### src/rtl/issue_pkg.sv
// Shared configuration and types for the issue scheduler: entry-index width,
// per-FU grant record and the stall-counter saturation value.
package issue_pkg;

    localparam int unsigned RS_ENTRIES = 16;
    localparam int unsigned NUM_FU     = 3;
    localparam int unsigned ENTRY_W    = $clog2(RS_ENTRIES);

    localparam logic [31:0] STALL_SAT = 32'hFFFF_FFFF;

    typedef struct packed {
        logic               valid;
        logic [ENTRY_W-1:0] entry;
    } fu_grant_t;

endpackage

### src/rtl/fu_issue_scheduler_rr_multi_picker.sv
// Combinational round-robin multi-picker: rotates the eligible-entry mask to
// start at rr_ptr, binds the j-th eligible entry to the j-th free FU, unrotates.
module rr_multi_picker
    import issue_pkg::*;
(
    input  logic [RS_ENTRIES-1:0] elig_rs,
    input  logic [ENTRY_W-1:0]    rr_ptr,
    input  logic [NUM_FU-1:0]     elig_fu,
    output fu_grant_t [NUM_FU-1:0] grant,
    output logic [RS_ENTRIES-1:0] clear,
    output logic [ENTRY_W-1:0]    next_ptr
);

    logic [RS_ENTRIES-1:0] rot;
    logic [NUM_FU-1:0]     fu_taken;
    logic [ENTRY_W-1:0]    idx;
    logic                  placed;

    // rot[i] is the entry i positions after rr_ptr; the index add wraps mod RS_ENTRIES.
    always_comb begin
        rot = '0;
        for (int i = 0; i < RS_ENTRIES; i++) begin
            rot[i] = elig_rs[ENTRY_W'(i) + rr_ptr];
        end
    end

    always_comb begin
        grant    = '0;
        clear    = '0;
        next_ptr = rr_ptr;
        fu_taken = '0;
        idx      = '0;
        placed   = 1'b0;
        for (int i = 0; i < RS_ENTRIES; i++) begin
            idx    = ENTRY_W'(i) + rr_ptr;
            placed = 1'b0;
            if (rot[i]) begin
                for (int k = 0; k < NUM_FU; k++) begin
                    if (!placed && elig_fu[k] && !fu_taken[k]) begin
                        placed         = 1'b1;
                        fu_taken[k]    = 1'b1;
                        grant[k].valid = 1'b1;
                        grant[k].entry = idx;
                        clear[idx]     = 1'b1;
                        next_ptr       = idx + ENTRY_W'(1);
                    end
                end
            end
        end
    end

endmodule

### src/rtl/fu_issue_scheduler.sv
// Issue-stage scheduler: registered round-robin binding of ready RS entries
// to available functional units, with one-cycle hazard masking and a stall counter.
module fu_issue_scheduler
    import issue_pkg::*;
(
    input  logic                      clk,
    input  logic                      reset,
    input  logic                      flush,
    input  logic [RS_ENTRIES-1:0]     rs_ready,
    input  logic [NUM_FU-1:0]         fu_is_available,
    output logic [NUM_FU-1:0]         issue_valid,
    output logic [NUM_FU*ENTRY_W-1:0] issue_entry,
    output logic [RS_ENTRIES-1:0]     rs_clear,
    output logic [31:0]               stall_cycles
);

    logic [ENTRY_W-1:0]              rr_ptr_q, rr_ptr_d;
    logic [NUM_FU-1:0]               issue_valid_q, issue_valid_d;
    logic [NUM_FU-1:0][ENTRY_W-1:0]  issue_entry_q, issue_entry_d;
    logic [RS_ENTRIES-1:0]           rs_clear_q, rs_clear_d;
    logic [31:0]                     stall_q, stall_d;

    logic [RS_ENTRIES-1:0] elig_rs;
    logic [NUM_FU-1:0]     elig_fu;
    fu_grant_t [NUM_FU-1:0] grant;
    logic [RS_ENTRIES-1:0] pick_clear;
    logic [ENTRY_W-1:0]    pick_next_ptr;

    // Grants registered last cycle are not yet visible in rs_ready/fu_is_available.
    assign elig_rs = rs_ready & ~rs_clear_q;
    assign elig_fu = fu_is_available & ~issue_valid_q;

    rr_multi_picker u_picker (
        .elig_rs  (elig_rs),
        .rr_ptr   (rr_ptr_q),
        .elig_fu  (elig_fu),
        .grant    (grant),
        .clear    (pick_clear),
        .next_ptr (pick_next_ptr)
    );

    always_comb begin
        issue_valid_d = '0;
        issue_entry_d = issue_entry_q;
        rs_clear_d    = '0;
        rr_ptr_d      = rr_ptr_q;
        stall_d       = stall_q;
        if (flush) begin
            rr_ptr_d = '0;
        end else begin
            rr_ptr_d   = pick_next_ptr;
            rs_clear_d = pick_clear;
            for (int k = 0; k < NUM_FU; k++) begin
                if (grant[k].valid) begin
                    issue_valid_d[k] = 1'b1;
                    issue_entry_d[k] = grant[k].entry;
                end
            end
        end
        if ((|elig_rs) && !(|elig_fu) && !flush && (stall_q != STALL_SAT)) begin
            stall_d = stall_q + 32'd1;
        end
    end

    always_ff @(posedge clk or negedge reset) begin
        if (!reset) begin
            rr_ptr_q      <= '0;
            issue_valid_q <= '0;
            issue_entry_q <= '0;
            rs_clear_q    <= '0;
            stall_q       <= '0;
        end else begin
            rr_ptr_q      <= rr_ptr_d;
            issue_valid_q <= issue_valid_d;
            issue_entry_q <= issue_entry_d;
            rs_clear_q    <= rs_clear_d;
            stall_q       <= stall_d;
        end
    end

    assign issue_valid  = issue_valid_q;
    assign issue_entry  = issue_entry_q;
    assign rs_clear     = rs_clear_q;
    assign stall_cycles = stall_q;

endmodule

### config.mk
export PLATFORM = sky130hd
export DESIGN_NAME = fu_issue_scheduler
export DESIGN_NICKNAME = d
export VERILOG_FILES = /design/src/rtl/issue_pkg.sv /design/src/rtl/fu_issue_scheduler_rr_multi_picker.sv /design/src/rtl/fu_issue_scheduler.sv
export SDC_FILE = /design/constraint.sdc
export NUM_CORES = 1
export LEC_CHECK = 0
export CORE_AREA = 2 2 168 170
export DETAILED_ROUTE_END_ITERATION = 8
export DIE_AREA = 0 0 170 172
export HOLD_SLACK_MARGIN = 0.05
export PLACE_DENSITY = 0.66
export SYNTH_ARGS = -nofsm -noshare
export SYNTH_HDL_FRONTEND = slang
export SYNTH_SLANG_ARGS = --single-unit
### constraint.sdc
create_clock -name clk -period 5.9 [get_ports clk]
set_input_delay 0.59 -clock clk [delete_from_list [all_inputs] [get_ports clk]]
set_output_delay 0.59 -clock clk [all_outputs]
set_load 0.01 [all_outputs]
; Word level (Yosys, flattened, before mapping)
; Index checks and enable logic that the tools add are counted.
[classes]
n_addsub = 31
mux = 417
n_reduce_logical = 180
magnitude_cmp = 32
n_bitwise = 52
eq_ne = 1
[ops]
columns = operator, count
row1 = $mux W16, 97
row2 = $or A16 B16 Y16, 47
row3 = $mux W4, 65
row4 = $mux W15, 16
row5 = $mux W5, 48
row6 = $mux W1, 143
row7 = $logic_and A1 B1 Y1, 96
row8 = $lt A4 B5 Y1 const B, 16
row9 = $logic_not A1 Y1, 79
row10 = $add A4 B1 Y4 const B, 16
row11 = $bmux W1 S4, 16
row12 = $demux W1 S4, 16
row13 = $ge A4 B1 Y1 const B, 16
row14 = $mux W3, 16
row15 = $add A32 B1 Y32 const B, 1
row16 = $add A4 B4 Y4 const A, 8
row17 = $ne A32 B32 Y1 const B, 1
row18 = $add A3 B4 Y4 const A, 4
row19 = $and A16 B16 Y16, 1
row20 = $not A16 Y16, 1
row21 = $reduce_or A16 Y1, 1
row22 = $add A2 B4 Y4 const A, 2
row23 = $reduce_and A2 Y1, 3
row24 = $and A3 B3 Y3, 1
row25 = other kinds (3), 3
[totals]
output_inout_bits = 63
ff_bits = 67
word_cells = 720
in_bits = 22

; Longest topological paths before layout
; Gate-level depths: netlist of run 1.
[depth]
word_depth = 225
mapped_depth = 24
depth_no_buf = 16

; Hierarchy
; From an unflattened synthesis of run 1, not the netlist that was laid out.
[hier_totals]
cells_unflattened = 1461
hier_area_um2 = 11119.4
[by_module_without_submodules]
columns = mod, area_each_um2, seq_area_each_um2, n_inst, cells_per_inst
row1 = rr_multi_picker, 8249.2, 0.0, 1, 1227
row2 = fu_issue_scheduler, 2870.3, 1676.6, 1, 234

; Worst setup path after synthesis of run 1
; Ideal clock, no wire load.
[synth_timing]
kind = register to register
from = register rr_ptr_q[1]
to = register issue_entry_q, in the netlist issue_entry[9]
period_less_slack_ns = 5.653
t_arrival_ns = 5.529
required_time_ns = 5.775
path_buffers = 6
path_stages_with_launch = 22
setup_time_ns = 0.125
setup_slack_ns = 0.247
path_cell_list = dfrtp_1 -> inv_2 -> buf_2 -> buf_1 -> ha_1 -> buf_2 -> inv_1 -> clkbuf_1 -> o2111ai_1 -> a41oi_1 -> or2_0 -> clkbuf_1 -> nand4_1 -> buf_2 -> nor4_4 -> a21oi_1 -> nor4_2 -> nand2_1 -> o21ai_0 -> nand3_2 -> a41oi_4 -> mux2_2
[synth_via]
elab_chain_len = 74
elab_cells_between_ends = 347
cone_classes = add/sub (15) / mux (181) / reduce/logical (151)
[synth_rtl]
columns = element, line_no
row1 = start: declaration, fu_issue_scheduler.sv:17  ; logic [ENTRY_W-1:0] rr_ptr_q, rr_ptr_d;
row2 = start signal: assignment, fu_issue_scheduler.sv:73  ; rr_ptr_q <= rr_ptr_d;
row3 = branches (longest 72 deep; another with $add A4 B1 Y4), -
row4 = $mux W15 (*), fu_issue_scheduler_rr_multi_picker.sv:37  ; if (rot[i]) begin
row5 = $reduce_and A2 Y1 (no line), -
row6 = end signal: assignment, fu_issue_scheduler.sv:75  ; issue_entry_q <= issue_entry_d;
row7 = end: declaration, fu_issue_scheduler.sv:19  ; logic [NUM_FU-1:0][ENTRY_W-1:0] issue_entry_q, issue_entry_d;
; Mark *: on every way between the ends. The select of a mux whose other input is x is not followed.
; A chain may end at the register's enable or synchronous reset.

; Worst setup path in the final report of run 1
[layout_timing]
from = register rr_ptr_q[0]
to = register rr_ptr_q[1]
[layout_via]
elab_chain_len = 74
elab_cells_between_ends = 394
cone_classes = add/sub (30) / mux (214) / reduce/logical (150)
[layout_rtl]
columns = element, line_no
row1 = $bmux W1 S4, fu_issue_scheduler_rr_multi_picker.sv:23  ; rot[i] = elig_rs[ENTRY_W'(i) + rr_ptr];
row2 = $mux W1 (implied by the code), fu_issue_scheduler_rr_multi_picker.sv:23
row3 = $mux W3, fu_issue_scheduler_rr_multi_picker.sv:37
row4 = $logic_not A1 Y1, fu_issue_scheduler_rr_multi_picker.sv:39  ; if (!placed && elig_fu[k] && !fu_taken[k]) begin
row5 = $logic_and A1 B1 Y1, fu_issue_scheduler_rr_multi_picker.sv:39
row6 = $mux W1, fu_issue_scheduler_rr_multi_picker.sv:39
row7 = $mux W1 or $mux W3 (tied branches), fu_issue_scheduler_rr_multi_picker.sv:37
row8 = $logic_not A1 Y1, fu_issue_scheduler_rr_multi_picker.sv:39
row9 = (+57 left out), -
row10 = "$mux W4, or another cell as far along (3 in series)", fu_issue_scheduler_rr_multi_picker.sv:39
row11 = "$mux W4, or another cell as far along", fu_issue_scheduler_rr_multi_picker.sv:37
row12 = "$mux W4, or another cell as far along", fu_issue_scheduler_rr_multi_picker.sv:39
row13 = $mux W4 or $logic_and A1 B1 Y1 (tied branches), fu_issue_scheduler_rr_multi_picker.sv:39
row14 = $mux W4, fu_issue_scheduler_rr_multi_picker.sv:39
row15 = $mux W4 (*), fu_issue_scheduler_rr_multi_picker.sv:37
row16 = $mux W4 (*), fu_issue_scheduler.sv:48  ; if (flush) begin
row17 = net rr_ptr_d[1], fu_issue_scheduler.sv:17
; Mark *: on every way through the listed nets, which the timed path passes. The rest lies on a longest branch. The select of a mux whose other input is x is not followed.

==> results.yml, run 1 <==
synthesis:
  synth-edff-count: 0
  synth.ff_latch_count: 67
  avgSynthCellArea_um2: 7.26
  synth_cell_types: 106
  ys_warn_count: 0
  netlist_instances: 1496
  synth_seq_area_share: 0.154
  yosysTopAreaCellShare: 0.154
  syn_area_um2: 10900
  synth_nets: 1536
  synth_flop_cell: "dfrtp_1"
  synth_largest_area_cell: "dfrtp_1"
  yosysMostFrequentCell: "nand2_1"
  synth_commonest_cells: "nand2_1 (168), nor2_1 (153), nand3_1 (94), clkbuf_1 (82)"
  ys_async_sr_fraction: 1.00
  synth.area.top_cells: "dfrtp_1 (15%), nand2_1 (5.8%), nor2_1 (5.3%), nand3_1 (4.3%), mux4_2 (4.1%)"
global_route:
  antenna_found_initial: 2
  grt_use_total: 0.431
  use_met2: 0.644
  grt_max_degree: 68
  met3_usage: 0.129
  grt_first_pass_wirelength_mm: 92.5
  grt.met1_usage: 0.545
  busiest_layer: "met2"
  grt_pass1_vias: 13700
  grt_overflow: 0
sta:
  slew_viol_final: 0
  fmax_ghz: 0.173
  skew_ns: 0.0122
  finalCritPeriodShare: 0.977
  holdWs_ns: 0.371
  hold_violations: 0
  fin_crit_ns: 5.77
  slew_headroom: 0.388
  rsz0062_at_grt: "false"
  setup_viol: 0
  worstMarginPinSlew_ns: 0.918
detailed_routing:
  drtAntennaViolNets: 0
  avgViaCountPerCell: 7.40
  drtIter0Drc: 2419
  wl_mm: 63.4
  drc: 0
  post_drt_wl_per_cell_um: 31.9
  dr_total_vias: 14700
  firstDrtPassIters: 7
clock_network:
  postCtsSetupBuffers: 0
  cts_tree: "built"
  tritoncts.num_buffers: 9
  cts-root-buf: "clkbuf_16"
  clk_latency_ns: 0.35
  clk_pin_slew_ns: 0.06
  clock_sinks: 67
  clockBufferDepth: 2
  htreeDepth: 3
  cts_hold_buffers: 0
die:
  top_level_ports: 85
  die_w_um: 170
  initial_core_util: 0.395
  fp.dieH_um: 172
  dieArea_um2: 29200
  core_area_um2: 27500
  rows: 61
worst_setup_path:
  slowest_stage: "o31ai_1"
  crit_chain: "ha_1 > buf_4 > xor2_2 > o2111ai_1 > a41oi_2 > nor2_1 > buf_4 > o21a_1 > o31ai_2 > buf_4 > a211oi_1 > o31ai_1 > o211a_1 > o21ai_0 > o2111a_1 > a2111oi_0 > o21a_1 > o31a_1"
  slowest_delay_ns: 0.56
  crit_arrival_ns: 6.00
  path_common_cell: "buf_4"
  worst-path-buf-inv: 3
  cp_max_fo: 23
  rrSetupSlack_ns: 0.13
  cp-start-kind: "flip-flop"
  critPathKind: "flip-flop to flip-flop"
  path_delay_family: "compound AO/OA/AOI/OAI gates"
  critical_path_required_ns: 6.14
  crit_path_end_kind: "flip-flop"
cells_and_area:
  n_antenna_cell: 0
  instances_no_fill: 1986
  final_cell_area_um2: 13400
  syn_to_final_growth_pct: 23.5
  drive_above_1_share: 0.170
  layout.nets: 1675
  final_core_util: 0.488
placement:
  dp_hpwl_mm: 47.5
  dpl_cell_area_um2: 13000
  port_buffers: 84
  gp_congestion: 1.12
  place_inst: 1970
job:
  cap_violations: 0
outcome:
  outcome: "finished clean"
worst_hold_path:
  min_path_type: "input pin to async pin"
==> through the flow <==
step / setup slack [ns] / setup TNS, ns
6_report: 0.135 / 0
5_1_grt: 0.000951 / 0
3_3_place_gp: -0.0943 / -0.132
3_5_place_dp: -0.122 / -0.122
2_1_floorplan: 0.247 / 0
4_1_cts: 0.0713 / 0
==> timing repair <==
item	CTS	global route
setup endpoints to repair	1	24
gates resized for setup	1	12
pin swaps	0	1
==> sequential cells by signal, summed over array words and instances (netlist names) <==
signal	cells
issue_entry	12
rr_ptr_q	4
issue_valid	3
rs_clear	16
stall_cycles	32
==> worst reg2reg max path: stages, from the launching register on <==
cell and delay [ns]:
dfrtp_2 0.53, ha_1 0.34, buf_4 0.28, xor2_2 0.36, o2111ai_1 0.28, a41oi_2 0.43
nor2_1 0.22, buf_4 0.22, o21a_1 0.23, o31ai_2 0.40, buf_4 0.40, a211oi_1 0.15
o31ai_1 0.56, o211a_1 0.21, o21ai_0 0.07, o2111a_1 0.15, a2111oi_0 0.41, o21a_1 0.19
o31a_1 0.25
==> cells by family after synthesis <==
kind of cell | Yosys count | synth area share
compound gates | 494 | 0.334
simple gates | 662 | 0.311
buf+inv | 140 | 0.0537
xor+xnor | 58 | 0.0495
fa+ha+maj | 20 | 0.0226
flops | 67 | 0.154
mux | 55 | 0.0753
==> routing by layer <==
layer	part of all wire	vias up
met3	0.13	367
li1	-	6131
met5	0.00025	-
met1	0.38	6950
met2	0.41	1241
met4	0.077	2
==> final cells by class <==
| type | instances | area, µm² |
|---|---|---|
| inverter | 22 | 87.6 |
| fill | 2768 | 14100 |
| clock buffer | 10 | 239 |
| timing repair buffer | 246 | 2170 |
| clock inverter | 6 | 95.1 |
| tap | 346 | 433 |
| sequential | 67 | 1680 |
| multi-input combinational | 1289 | 8710 |
==> final timing paths <==
path / endpoint / cells past startpoint / from
max reg2reg: rr_ptr_q[1] / 18 / rr_ptr_q[0]
min reg2reg: stall_cycles[17] / 1 / stall_cycles[17]
min: rs_clear[8] / 1 / reset
max: rr_ptr_q[1] / 18 / rr_ptr_q[0]
min in group clk: stall_cycles[17] / 1 / stall_cycles[17]
max in group asynchronous: rr_ptr_q[2] / 1 / reset
==> cells in the final DEF, fill, tap and decap left out, types with 10 or more instances in the layout <==
master             n
nor2_1           153
inv_1             17
a221oi_1          19
mux2i_1           21
o21a_1            10
a211oi_1          30
nand4_1           27
mux4_2            20
o31ai_1           14
a31oi_1           42
o221ai_1          14
nand3_1           94
o21ai_0           59
ha_1              18
o2111ai_1         19
o21ai_1           10
o22ai_1           37
xor2_1            15
nand2_1          168
o211ai_1          18
a311oi_1          10
a32oi_1           13
xnor2_1           36
dfrtp_1           65
buf_4            153
clkdlybuf4s50_1   83
or3_1             13
and3_1            20
nor4_1            14
nor2b_1           20
a21oi_1           66
nor3_1            50
nand2b_1          26
and2_1            14
mux2_2            13
Power of run 1 is not shown: default switching activity piles up to over one toggle a cycle in this logic, so the estimate is an artifact.
==> run 2, diff against run 1 <==
- HOLD_SLACK_MARGIN: 0.05 -> default
- MAX_ROUTING_LAYER: default -> met4
==> run 2 against run 1 <==
Compared with the run above: global-route usage increased by 0.74 points; die area unchanged; clock-buffer cell count decreased by 1; first-iteration DRC count decreased by 0.12%; cell area decreased by 1.7%; hold slack got worse by 0.040 ns; fmax increased by 0.61%.
==> results.yml, run 2 (synthesis gave the netlist of run 1 again) <==
outcome:
  outcome: "finished clean"
clock_network:
  clock_sinks: 67
  clk_pin_slew_ns: 0.06
  clk_latency_ns: 0.36
  htreeDepth: 3
  postCtsSetupBuffers: 0
  cts_tree: "built"
  tritoncts.num_buffers: 9
  cts-root-buf: "clkbuf_16"
  clockBufferDepth: 2
detailed_routing:
  post_drt_wl_per_cell_um: 31.6
  drtIter0Drc: 2416
  wl_mm: 62.4
  dr_total_vias: 14400
  drc: 0
  firstDrtPassIters: 9
  drtAntennaViolNets: 0
  avgViaCountPerCell: 7.30
worst_setup_path:
  crit_path_end_kind: "flip-flop"
  rr_worst_depth: 18
  rr_startpoint: "rr_ptr_q[2]"
  crit_end: "rs_clear[11]"
  critical_path_required_ns: 6.13
  critPathKind: "flip-flop to flip-flop"
  rrSetupSlack_ns: 0.17
  crit_arrival_ns: 5.96
  reg2reg_to: "rs_clear[11]"
  startpoint: "rr_ptr_q[2]"
  cp-start-kind: "flip-flop"
  cp_max_fo: 28
sta:
  setup_tns_ns: 0
  fmax_ghz: 0.175
  slew_viol_final: 0
  skew_ns: 0.0123
  worstMarginPinSlew_ns: 1.02
  rsz0062_at_grt: "false"
  fin_crit_ns: 5.73
  finalCritPeriodShare: 0.971
  slew_headroom: 0.318
  hold_violations: 0
  setup_viol: 0
worst_hold_path:
  min_path_type: "input pin to async pin"
die:
  top_level_ports: 85
  die_w_um: 170
  rows: 61
  fp.dieH_um: 172
  core_area_um2: 27500
  initial_core_util: 0.395
  dieArea_um2: 29200
cells_and_area:
  seq_area_um2: 1680
  drive_above_1_share: 0.160
  syn_to_final_growth_pct: 21.3
  multi_input_area_um2: 8650
  largest_register_ffs: 32
  layout_common_cells: "nand2_1 (168), nor2_1 (153), buf_4 (144), nand3_1 (94), clkdlybuf4s50_1 (83)"
  final_common_cell: "nand2_1"
  fill_cells: 2831
  layout.nets: 1662
global_route:
  grt_use_total: 0.438
  grt_first_pass_wirelength_mm: 91.6
  grt_overflow: 0
  grt_pass1_vias: 13600
  antenna_found_initial: 1
  grt_max_degree: 68
placement:
  gp_congestion: 1.15
  port_buffers: 84
  dp_hpwl_mm: 47.5
job:
  cap_violations: 0
-- run 2: changes by cell type in the layout (fill, tap and decap cells not counted), moves of 2 or more --
| cell | change |
|---|---|
| a41oi_1 | +2 |
| a41oi_2 | -2 |
| buf_12 | -4 |
| buf_4 | -9 |
| clkinv_4 | -2 |
-- run 2: per-stage QoR --
step	utilization	cells	setup slack (ns)	hold WS, ns	instance area (µm²)
after global placement	0.468	1957	0.0690	0.472	12800
after detailed placement	0.468	1957	0.0446	0.476	12800
final	0.480	1974	0.170	0.331	13200
after CTS	0.479	1973	0.156	0.381	13200
after global routing	0.480	1974	0.00879	0.418	13200
after floorplan	-	1496	0.247	0.294	10900
-- run 2: worst min-delay path by stage --
| stage | from | end | slack [ns] | depth (start not counted) |
|---|---|---|---|---|
| 5_1_grt | reset | rs_clear[8] | 0.42 | 1 |
| 2_1_floorplan | reset | issue_entry[0] | 0.29 | 0 |
| 6_report | reset | rs_clear[8] | 0.33 | 1 |
| 3_3_place_gp | stall_cycles[10] | stall_cycles[10] | 0.47 | 1 |
| 4_1_cts | reset | stall_cycles[8] | 0.38 | 1 |
| 3_5_place_dp | stall_cycles[10] | stall_cycles[10] | 0.48 | 1 |
-- run 2: layer usage --
layer,track usage,up-vias,share of wire
met5,-,-,0
met1,0.545,6818,0.39
met2,0.635,1188,0.42
met4,0.290,0,0.083
met3,0.103,302,0.12
li1,-,6095,-
-- run 2: what timing repair did --
action / CTS / global route
endpoints found under the setup margin: 0 / 21
hold endpoints to repair: 0 / 0
gates resized for setup: 0 / 6
hold buffers: 0 / 0
-- run 2: layout make-up --
cell class              instances  share of cell area
multi-input cells            1289               0.656
clock inverters                 7             0.00627
repair buffers                233               0.154
well taps                     346              0.0328
diodes                          1            0.000190
flip-flops and latches         67               0.127
inverters                      22             0.00636
clock buffers                   9              0.0171
-- run 2: critical path: stages (launching register included) --
cell and delay (ns):
dfrtp_2 0.38, buf_4 0.35, ha_1 0.33, xor2_1 0.30, nor2_1 0.25, a22o_1 0.29, nor4_2 0.60, a222oi_1 0.28
nor3_1 0.31, nor2_1 0.12, o2111ai_1 0.41, buf_4 0.22, nor3b_1 0.34, a21o_1 0.40, buf_4 0.26, nand3_1 0.14
nand4_1 0.22, a31oi_1 0.05, a41oi_1 0.34
Power of run 2 is left out for the same reason.
